**config.mk**
```make
export PLATFORM = sky130hd
export DESIGN_NAME = result_reader_flat
export DESIGN_NICKNAME = d
export VERILOG_FILES = /design/src/rtl/calculator_pkg.sv /design/src/rtl/result_reader_if.sv /design/src/rtl/result_reader.sv /design/src/flat_wrapper.sv
export SDC_FILE = /design/constraint.sdc
export NUM_CORES = 1
export LEC_CHECK = 0
export ABC_AREA = 1
export BUFFER_PORTS_ARGS = -buffer_cell sky130_fd_sc_hd__buf_2
export CAP_MARGIN = 0
export CORE_MARGIN = 1
export CORE_UTILIZATION = 35
export CTS_BUF_LIST = sky130_fd_sc_hd__clkbuf_4 sky130_fd_sc_hd__clkbuf_8
export DETAILED_ROUTE_END_ITERATION = 16
export HOLD_SLACK_MARGIN = 0.08
export PLACE_DENSITY = 0.59
export SYNTH_ARGS = -nofsm -noshare
export SYNTH_HDL_FRONTEND = slang
export SYNTH_SLANG_ARGS = --single-unit
```
**constraint.sdc**
```tcl
create_clock -name clk_i -period 2.7 [get_ports clk_i]
set_clock_uncertainty 0.1 [all_clocks]
set_input_delay 0.54 -clock clk_i [delete_from_list [all_inputs] [get_ports clk_i]]
set_output_delay 0.54 -clock clk_i [all_outputs]
set_load 0.02 [all_outputs]
```
**src/rtl/calculator_pkg.sv**
```systemverilog
// Shared calculator constants plus the result_reader state encoding.
// Address and data widths here are common to the controller and the reader.
package calculator_pkg;

  localparam int ADDR_W        = 8;
  localparam int DATA_W        = 32;
  localparam int MEM_WORD_SIZE = 2 * DATA_W;

  typedef enum logic [2:0] {
    S_IDLE = 3'd0,
    S_REQ  = 3'd1,
    S_CAP  = 3'd2,
    S_OUT  = 3'd3,
    S_DONE = 3'd4
  } result_reader_state_t;

  // An inclusive range is legal only when it does not run backwards.
  function automatic logic range_ok(input logic [ADDR_W-1:0] first_addr,
                                    input logic [ADDR_W-1:0] last_addr);
    return last_addr >= first_addr;
  endfunction

endpackage

```
**src/rtl/result_reader_if.sv**
```systemverilog
// Bundles the drain command, SRAM read port and result stream of result_reader.
// Stream rule: a word transfers on a rising edge where res_valid_o && res_ready_i; once
// res_valid_o rises, it and res_data_o/res_last_o hold until that transfer (or reset).
interface result_reader_if;
  import calculator_pkg::*;

  logic                     start_i;
  logic [ADDR_W-1:0]        rd_start_addr_i;
  logic [ADDR_W-1:0]        rd_end_addr_i;
  logic                     mem_read_o;
  logic [ADDR_W-1:0]        mem_addr_o;
  logic [DATA_W-1:0]        mem_rdata_a_i;
  logic [DATA_W-1:0]        mem_rdata_b_i;
  logic [MEM_WORD_SIZE-1:0] res_data_o;
  logic                     res_valid_o;
  logic                     res_ready_i;
  logic                     res_last_o;
  logic                     busy_o;
  logic                     done_o;
  logic                     err_o;

  modport master (
    input  start_i, rd_start_addr_i, rd_end_addr_i,
    input  mem_rdata_a_i, mem_rdata_b_i, res_ready_i,
    output mem_read_o, mem_addr_o,
    output res_data_o, res_valid_o, res_last_o,
    output busy_o, done_o, err_o
  );

  modport slave (
    output start_i, rd_start_addr_i, rd_end_addr_i,
    output mem_rdata_a_i, mem_rdata_b_i, res_ready_i,
    input  mem_read_o, mem_addr_o,
    input  res_data_o, res_valid_o, res_last_o,
    input  busy_o, done_o, err_o
  );

endinterface

```
**src/rtl/result_reader.sv**
```systemverilog
// Drains an inclusive SRAM address range, joining bank A (upper) and bank B (lower)
// into one 64-bit word per address and offering it on a valid/ready stream.
module result_reader
  import calculator_pkg::*;
(
  input  logic                 clk_i,
  input  logic                 rst_i,
  result_reader_if.master      bus,
  output result_reader_state_t state_o
);

  result_reader_state_t     state_q, state_d;
  logic [ADDR_W-1:0]        cur_addr_q;
  logic [ADDR_W-1:0]        end_addr_q;
  logic [MEM_WORD_SIZE-1:0] res_data_q;
  logic                     res_last_q;
  logic                     err_q;

  logic start_acc;
  logic range_good;
  logic handshake;

  assign start_acc  = (state_q == S_IDLE) && bus.start_i;
  assign range_good = range_ok(bus.rd_start_addr_i, bus.rd_end_addr_i);
  assign handshake  = (state_q == S_OUT) && bus.res_ready_i;

  always_ff @(posedge clk_i) begin
    if (!rst_i) state_q <= S_IDLE;
    else        state_q <= state_d;
  end

  always_comb begin
    state_d = state_q;
    case (state_q)
      S_IDLE: begin
        if (bus.start_i) state_d = range_good ? S_REQ : S_DONE;
      end
      S_REQ:  state_d = S_CAP;
      S_CAP:  state_d = S_OUT;
      S_OUT: begin
        if (bus.res_ready_i) state_d = res_last_q ? S_DONE : S_REQ;
      end
      S_DONE: state_d = S_IDLE;
      default: state_d = S_IDLE;
    endcase
  end

  // The last word never increments, so a range ending at the top address cannot wrap.
  always_ff @(posedge clk_i) begin
    if (!rst_i) begin
      cur_addr_q <= '0;
    end else if (start_acc && range_good) begin
      cur_addr_q <= bus.rd_start_addr_i;
    end else if (handshake && !res_last_q) begin
      cur_addr_q <= cur_addr_q + 1'b1;
    end
  end

  always_ff @(posedge clk_i) begin
    if (!rst_i)         end_addr_q <= '0;
    else if (start_acc) end_addr_q <= bus.rd_end_addr_i;
  end

  // SRAM data is valid in S_CAP, the cycle after the read was issued.
  always_ff @(posedge clk_i) begin
    if (!rst_i) begin
      res_data_q <= '0;
      res_last_q <= 1'b0;
    end else if (state_q == S_CAP) begin
      res_data_q <= {bus.mem_rdata_a_i, bus.mem_rdata_b_i};
      res_last_q <= (cur_addr_q == end_addr_q);
    end
  end

  always_ff @(posedge clk_i) begin
    if (!rst_i)         err_q <= 1'b0;
    else if (start_acc) err_q <= !range_good;
  end

  assign bus.mem_read_o  = (state_q != S_REQ);
  assign bus.mem_addr_o  = cur_addr_q;
  assign bus.res_data_o  = res_data_q;
  assign bus.res_valid_o = (state_q == S_OUT);
  assign bus.res_last_o  = res_last_q;
  assign bus.busy_o      = (state_q != S_IDLE);
  assign bus.done_o      = (state_q == S_DONE);
  assign bus.err_o       = err_q;
  assign state_o         = state_q;

endmodule

```
**src/flat_wrapper.sv**
```systemverilog
// flat-port wrapper written by rule: the top's interface ports become plain ports
module result_reader_flat import calculator_pkg::*;
  (clk_i, rst_i, state_o, bus_start_i, bus_rd_start_addr_i, bus_rd_end_addr_i, bus_mem_rdata_a_i, bus_mem_rdata_b_i, bus_res_ready_i, bus_mem_read_o, bus_mem_addr_o, bus_res_data_o, bus_res_valid_o, bus_res_last_o, bus_busy_o, bus_done_o, bus_err_o);
  result_reader_if bus_i ();
  input  logic clk_i;
  input  logic rst_i;
  output result_reader_state_t state_o;
  input wire logic [$bits(bus_i.start_i)-1:0] bus_start_i;
  input wire logic [$bits(bus_i.rd_start_addr_i)-1:0] bus_rd_start_addr_i;
  input wire logic [$bits(bus_i.rd_end_addr_i)-1:0] bus_rd_end_addr_i;
  input wire logic [$bits(bus_i.mem_rdata_a_i)-1:0] bus_mem_rdata_a_i;
  input wire logic [$bits(bus_i.mem_rdata_b_i)-1:0] bus_mem_rdata_b_i;
  input wire logic [$bits(bus_i.res_ready_i)-1:0] bus_res_ready_i;
  output wire logic [$bits(bus_i.mem_read_o)-1:0] bus_mem_read_o;
  output wire logic [$bits(bus_i.mem_addr_o)-1:0] bus_mem_addr_o;
  output wire logic [$bits(bus_i.res_data_o)-1:0] bus_res_data_o;
  output wire logic [$bits(bus_i.res_valid_o)-1:0] bus_res_valid_o;
  output wire logic [$bits(bus_i.res_last_o)-1:0] bus_res_last_o;
  output wire logic [$bits(bus_i.busy_o)-1:0] bus_busy_o;
  output wire logic [$bits(bus_i.done_o)-1:0] bus_done_o;
  output wire logic [$bits(bus_i.err_o)-1:0] bus_err_o;
  assign bus_i.start_i = bus_start_i;
  assign bus_i.rd_start_addr_i = bus_rd_start_addr_i;
  assign bus_i.rd_end_addr_i = bus_rd_end_addr_i;
  assign bus_i.mem_rdata_a_i = bus_mem_rdata_a_i;
  assign bus_i.mem_rdata_b_i = bus_mem_rdata_b_i;
  assign bus_i.res_ready_i = bus_res_ready_i;
  assign bus_mem_read_o = bus_i.mem_read_o;
  assign bus_mem_addr_o = bus_i.mem_addr_o;
  assign bus_res_data_o = bus_i.res_data_o;
  assign bus_res_valid_o = bus_i.res_valid_o;
  assign bus_res_last_o = bus_i.res_last_o;
  assign bus_busy_o = bus_i.busy_o;
  assign bus_done_o = bus_i.done_o;
  assign bus_err_o = bus_i.err_o;
  result_reader u_core (.clk_i(clk_i), .rst_i(rst_i), .bus(bus_i), .state_o(state_o));
endmodule
```
; ---- After elaboration in Yosys (flattened, before gate mapping)
; Index checks and enable logic that the tools add are counted.
[op_classes]
addsub = 1
mul = 0
div = 0
order_cmp = 1
n_eq_ne = 8
shift = 0
n_mux = 7
bitwise_logic = 0
n_reduce_logical = 10
[ops]
columns = cell, n
row1 = 2-to-1 mux 8 bit, 2
row2 = 2-to-1 mux 3 bit, 4
row3 = case mux 3 bit (4 select lines), 1
row4 = adder 8 x 1 -> 8 bit (second input constant), 1
row5 = equality test 8 bit, 1
row6 = >= comparator 8 bit, 1
row7 = equality test 3 x 2 -> 1 bit (second input constant), 2
row8 = logical AND 1 bit, 4
row9 = inequality test 2 bit (second input constant), 2
row10 = equality test 3 x 1 -> 1 bit (second input constant), 1
row11 = equality test 3 bit (second input constant), 1
row12 = zero test 3 bit, 1
row13 = inequality test 3 x 1 -> 1 bit (second input constant), 1
row14 = nonzero test 3 bit, 1
row15 = zero test 1 bit, 2
row16 = AND reduction 2 bit, 1
row17 = nonzero test 2 bit, 1
[totals]
register_bits = 85
latchBits = 0
mem_bits_rw = 0
rom_bits = 0
inputBits = 84
wordCells = 33
n_memories = 0

; ---- Longest topological paths before layout
[logic_depth]
word_depth = 5
ltp_mapped = 14
mapped_depth_nobuf = 14

; ---- Worst setup path after synthesis
; No wires, ideal clock.
[synth_timing]
path_kind = in2reg
start = input port bus_rd_start_addr_i[3]
end = register u_core.cur_addr_q[0], in the netlist u_core.bus.mem_addr_o[0]
arrival_ns = 1.609
required_ns = 2.481
slack_ns = 0.872
stages = 12
path_buffers = 1
cell_sequence = inv_1 ha_1 nand2_1 nor2_1 nor2_1 nand2_1 nand2_1 nand2_1 nand2_4 buf_6 o21ai_0 a21oi_1
[synth_via]
elab_chain_len = 3
[synth_rtl]
columns = item, line_no
row1 = start: declaration, flat_wrapper.sv:9  ; input wire logic [$bits(bus_i.rd_start_addr_i)-1:0] bus_rd_start_addr_i;
row2 = >= comparator 8 bit *, calculator_pkg.sv:20  ; return last_addr >= first_addr;
row3 = logical AND 1 bit *, result_reader.sv:52  ; end else if (start_acc && range_good) begin
row4 = 2-to-1 mux 8 bit / nonzero test 2 bit (equally long branches), -
row5 = end signal: assignment, result_reader.sv:53  ; cur_addr_q <= bus.rd_start_addr_i;
row6 = end signal: assignment, result_reader.sv:55  ; cur_addr_q <= cur_addr_q + 1'b1;
row7 = end: declaration, result_reader.sv:13  ; logic [ADDR_W-1:0] cur_addr_q;
; Every way passes the cells marked *; elsewhere a longest branch is shown, timed or not.
; A chain may end at the register's enable or synchronous reset.

; ---- Final worst setup path
[layout_timing]
start = input port bus_rd_start_addr_i[3]
end = register u_core.cur_addr_q[7], in the netlist u_core.bus.mem_addr_o[7]
; Same word-level chain as after synthesis.

==> impl_metrics.tcl <==
set metrics [dict create \
    final_layout_size_suffix_gt1_share_pct 30.9 \
    grt_max_degree 66 \
    critPathKind "in2reg" \
    drtIter0Drc 87 \
    fin_cells 770 \
    finalCriticalPeriod_ps 1970 \
    crit_path_start_kind "primary input" \
    setup_viol 0 \
    ys_top_cells_by_area "dfxtp_1, nor2_1, o21ai_0" \
    cts_sinks 85 \
    yosys_most_used_dff "dfxtp_1" \
    synth_edf_count 0 \
    required_ps 2850 \
    cts_tree "done" \
    dpl_cell_area_um2 4470 \
    htreeDepth 3 \
    core-area_um2 9860 \
    finalCritPeriodShare_pct 73.1 \
    wl_per_cell_um 12.2 \
    status "finished, final reports clean" \
    yosys_warnings 0 \
    utilization_pct 47.3 \
    num_rows 36 \
    dp_cells 754 \
    timing.fmax_mhz 506 \
    yosys.area_share.adder_pct 3.14 \
    grt_pass1_wl_mm 14.8 \
    cts.clk_slew.worst_paths_ps 80 \
    viasPerCell 4.60 \
    ant_nets 0 \
    async_flop_share_pct 0 \
    cap_violations 0 \
    cts_buffer_depth 2 \
    power.leakage_nw 2.29 \
    tightest_slew_ps 576 \
    ir_drop_mv 0.288 \
    power-per-cell-area_nw_per_um2 749 \
    nNetsFinal 725 \
    ys_seq_area_share_pct 47.5 \
    hold_class "in2reg" \
    final_area_um2 4670 \
    drv_slew 0 \
    relSlewSlack_pct 61.6 \
    netlist_instances 480 \
    synth-simple-area-share_pct 24.5 \
    synth_cell_types 31 \
    syn-cell-area_um2 3590 \
    crit_fanout 14 \
    grt_use_total_pct 18.0 \
    grt_overflow_total 0 \
    portBuffers 164 \
    first_pass_iters 4 \
    ios 165 \
    finalSetupTns_ps 0 \
    cts_hold_buf 0 \
    antenna_found_initial 0 \
    synthXorXnorAreaFrac_pct 2.44 \
    dp_hpwl_mm 6.73 \
    avgSynthCellArea_um2 7.47 \
    synth_top_family_by_area "simple AND/OR/NAND/NOR gates" \
    gp_congestion 0.818 \
    antennaDiodeCount 0 \
    cts_resized 0 \
    totalWireLength_mm 9.36 \
    syn_nets 573 \
    dieArea_um2 10700 \
    rsz0062_at_grt "no" \
    clock_latency_ps 350 \
    numCtsBuffers 9 \
    yosys.area.top_type_share_pct 47.5 \
    synth-seq-cells 85 \
    die_y_um 103 \
    critPathCaptureType "register" \
    chipWidth_um 103 \
    synth_mux_area_share_pct 0 \
    cts_setup_buffers 0 \
    grt_pass1_vias 3221 \
    synth-compound-area-share_pct 14.4 \
    yosysTopAreaCell "dfxtp_1" \
    cp.arrival_ps 2130 \
    final_hold_viol_count 0 \
    initial_core_util_pct 36.4 \
    vias 3543 \
    syn_to_final_growth_pct 30.3 \
    remaining_drc_errors 0 \
    ctsRootBufferMaster "clkbuf_8" \
]
-- sequential cells by signal (all words and copies together), names as in the netlist --
signal	count
u_core.state_o	3
u_core.end_addr_q	8
u_core.bus.err_o	1
u_core.bus.res_last_o	1
u_core.bus.res_data_o	64
u_core.bus.mem_addr_o	8
-- report_power, final --
part           total (mW)  internal, mW  leakage (nW)  switching, mW
logic                1.02         0.360          1.50          0.661
registers            1.55          1.44         0.692          0.113
clock network       0.928         0.465         0.103          0.463
-- worst paths after layout --
kind | slack (ps) | startpoint | depth (start not counted) | end
min reg2reg | 380 | u_core.bus.res_data_o[51] | 2 | u_core.bus.res_data_o[51]
min | 320 | bus_mem_rdata_a_i[22] | 3 | u_core.bus.res_data_o[54]
max reg2reg | 1050 | u_core.state_o[0] | 6 | u_core.end_addr_q[3]
max | 730 | bus_rd_start_addr_i[3] | 14 | u_core.bus.mem_addr_o[7]
-- synthesized netlist by cell type, types with 3 or more instances --
cell type  number
nor2_1        140
dfxtp_1        85
o21ai_0        67
nand2_1        40
inv_1          35
nand3_1        20
a21oi_1        18
clkbuf_1       14
o21ai_1        11
ha_1            9
xor2_1          7
buf_2           4
buf_6           3
xnor2_1         3
-- critical path, cell delays in order --
cell	delay (ps)
buf_2	70
inv_1	50
ha_1	300
nand2_1	70
nor2_1	100
nor2_1	40
nand2_1	70
nand2_1	50
nand2_1	340
nand2_4	190
nand3_1	110
nand3_1	70
nand2_1	60
inv_1	40
-- layer usage --
metal  vias up  GRT usage, %  share of wire [%]
met4         0          7.80                1.5
met3         9          5.24                7.2
met1      1583          21.8                 45
met5         -             0                  0
met2       118          29.7                 47
li1       1833             -                  -
-- layout make-up --
type | instances | area, um^2
Fill cell | 1010 | 5190
Clock inverter | 5 | 60.1
Sequential cell | 85 | 1700
Inverter | 36 | 135
Clock buffer | 11 | 145
Multi-Input combinational cell | 332 | 1600
Tap cell | 133 | 166
Timing Repair Buffer | 168 | 863
-- cell families after synthesis --
| logic type | Yosys count |
|---|---|
| xor+xnor | 10 |
| compound gates | 101 |
| flops | 85 |
| buf+inv | 63 |
| fa+ha+maj | 9 |
| simple gates | 212 |
-- placed cells by master, fill, tap and decap left out, types with 2 or more instances in the layout --
cell type / n
buf_2: 164
nor2_1: 140
dfxtp_1: 85
o21ai_0: 67
nand2_1: 39
inv_1: 34
nand3_1: 20
a21oi_1: 18
o21ai_1: 11
clkbuf_8: 10
ha_1: 9
xor2_1: 7
xnor2_1: 3
buf_4: 3
nand3_2: 2
inv_2: 2
nor2_2: 2
nand2_2: 2
nor3_1: 2
a21oi_2: 2
nand4_1: 2
clkinv_4: 2
-- per-stage QoR --
| stage | hold WS, ps | setup slack, ps | power, mW |
|---|---|---|---|
| floorplan | 336 | 872 | 2.27 |
| global placement | 346 | 410 | 2.59 |
| detailed placement | 364 | 366 | 2.61 |
| CTS | 302 | 736 | 3.55 |
| global route | 305 | 517 | 3.73 |
| finish | 320 | 725 | 3.50 |
Power figures use the tool's default switching activity.
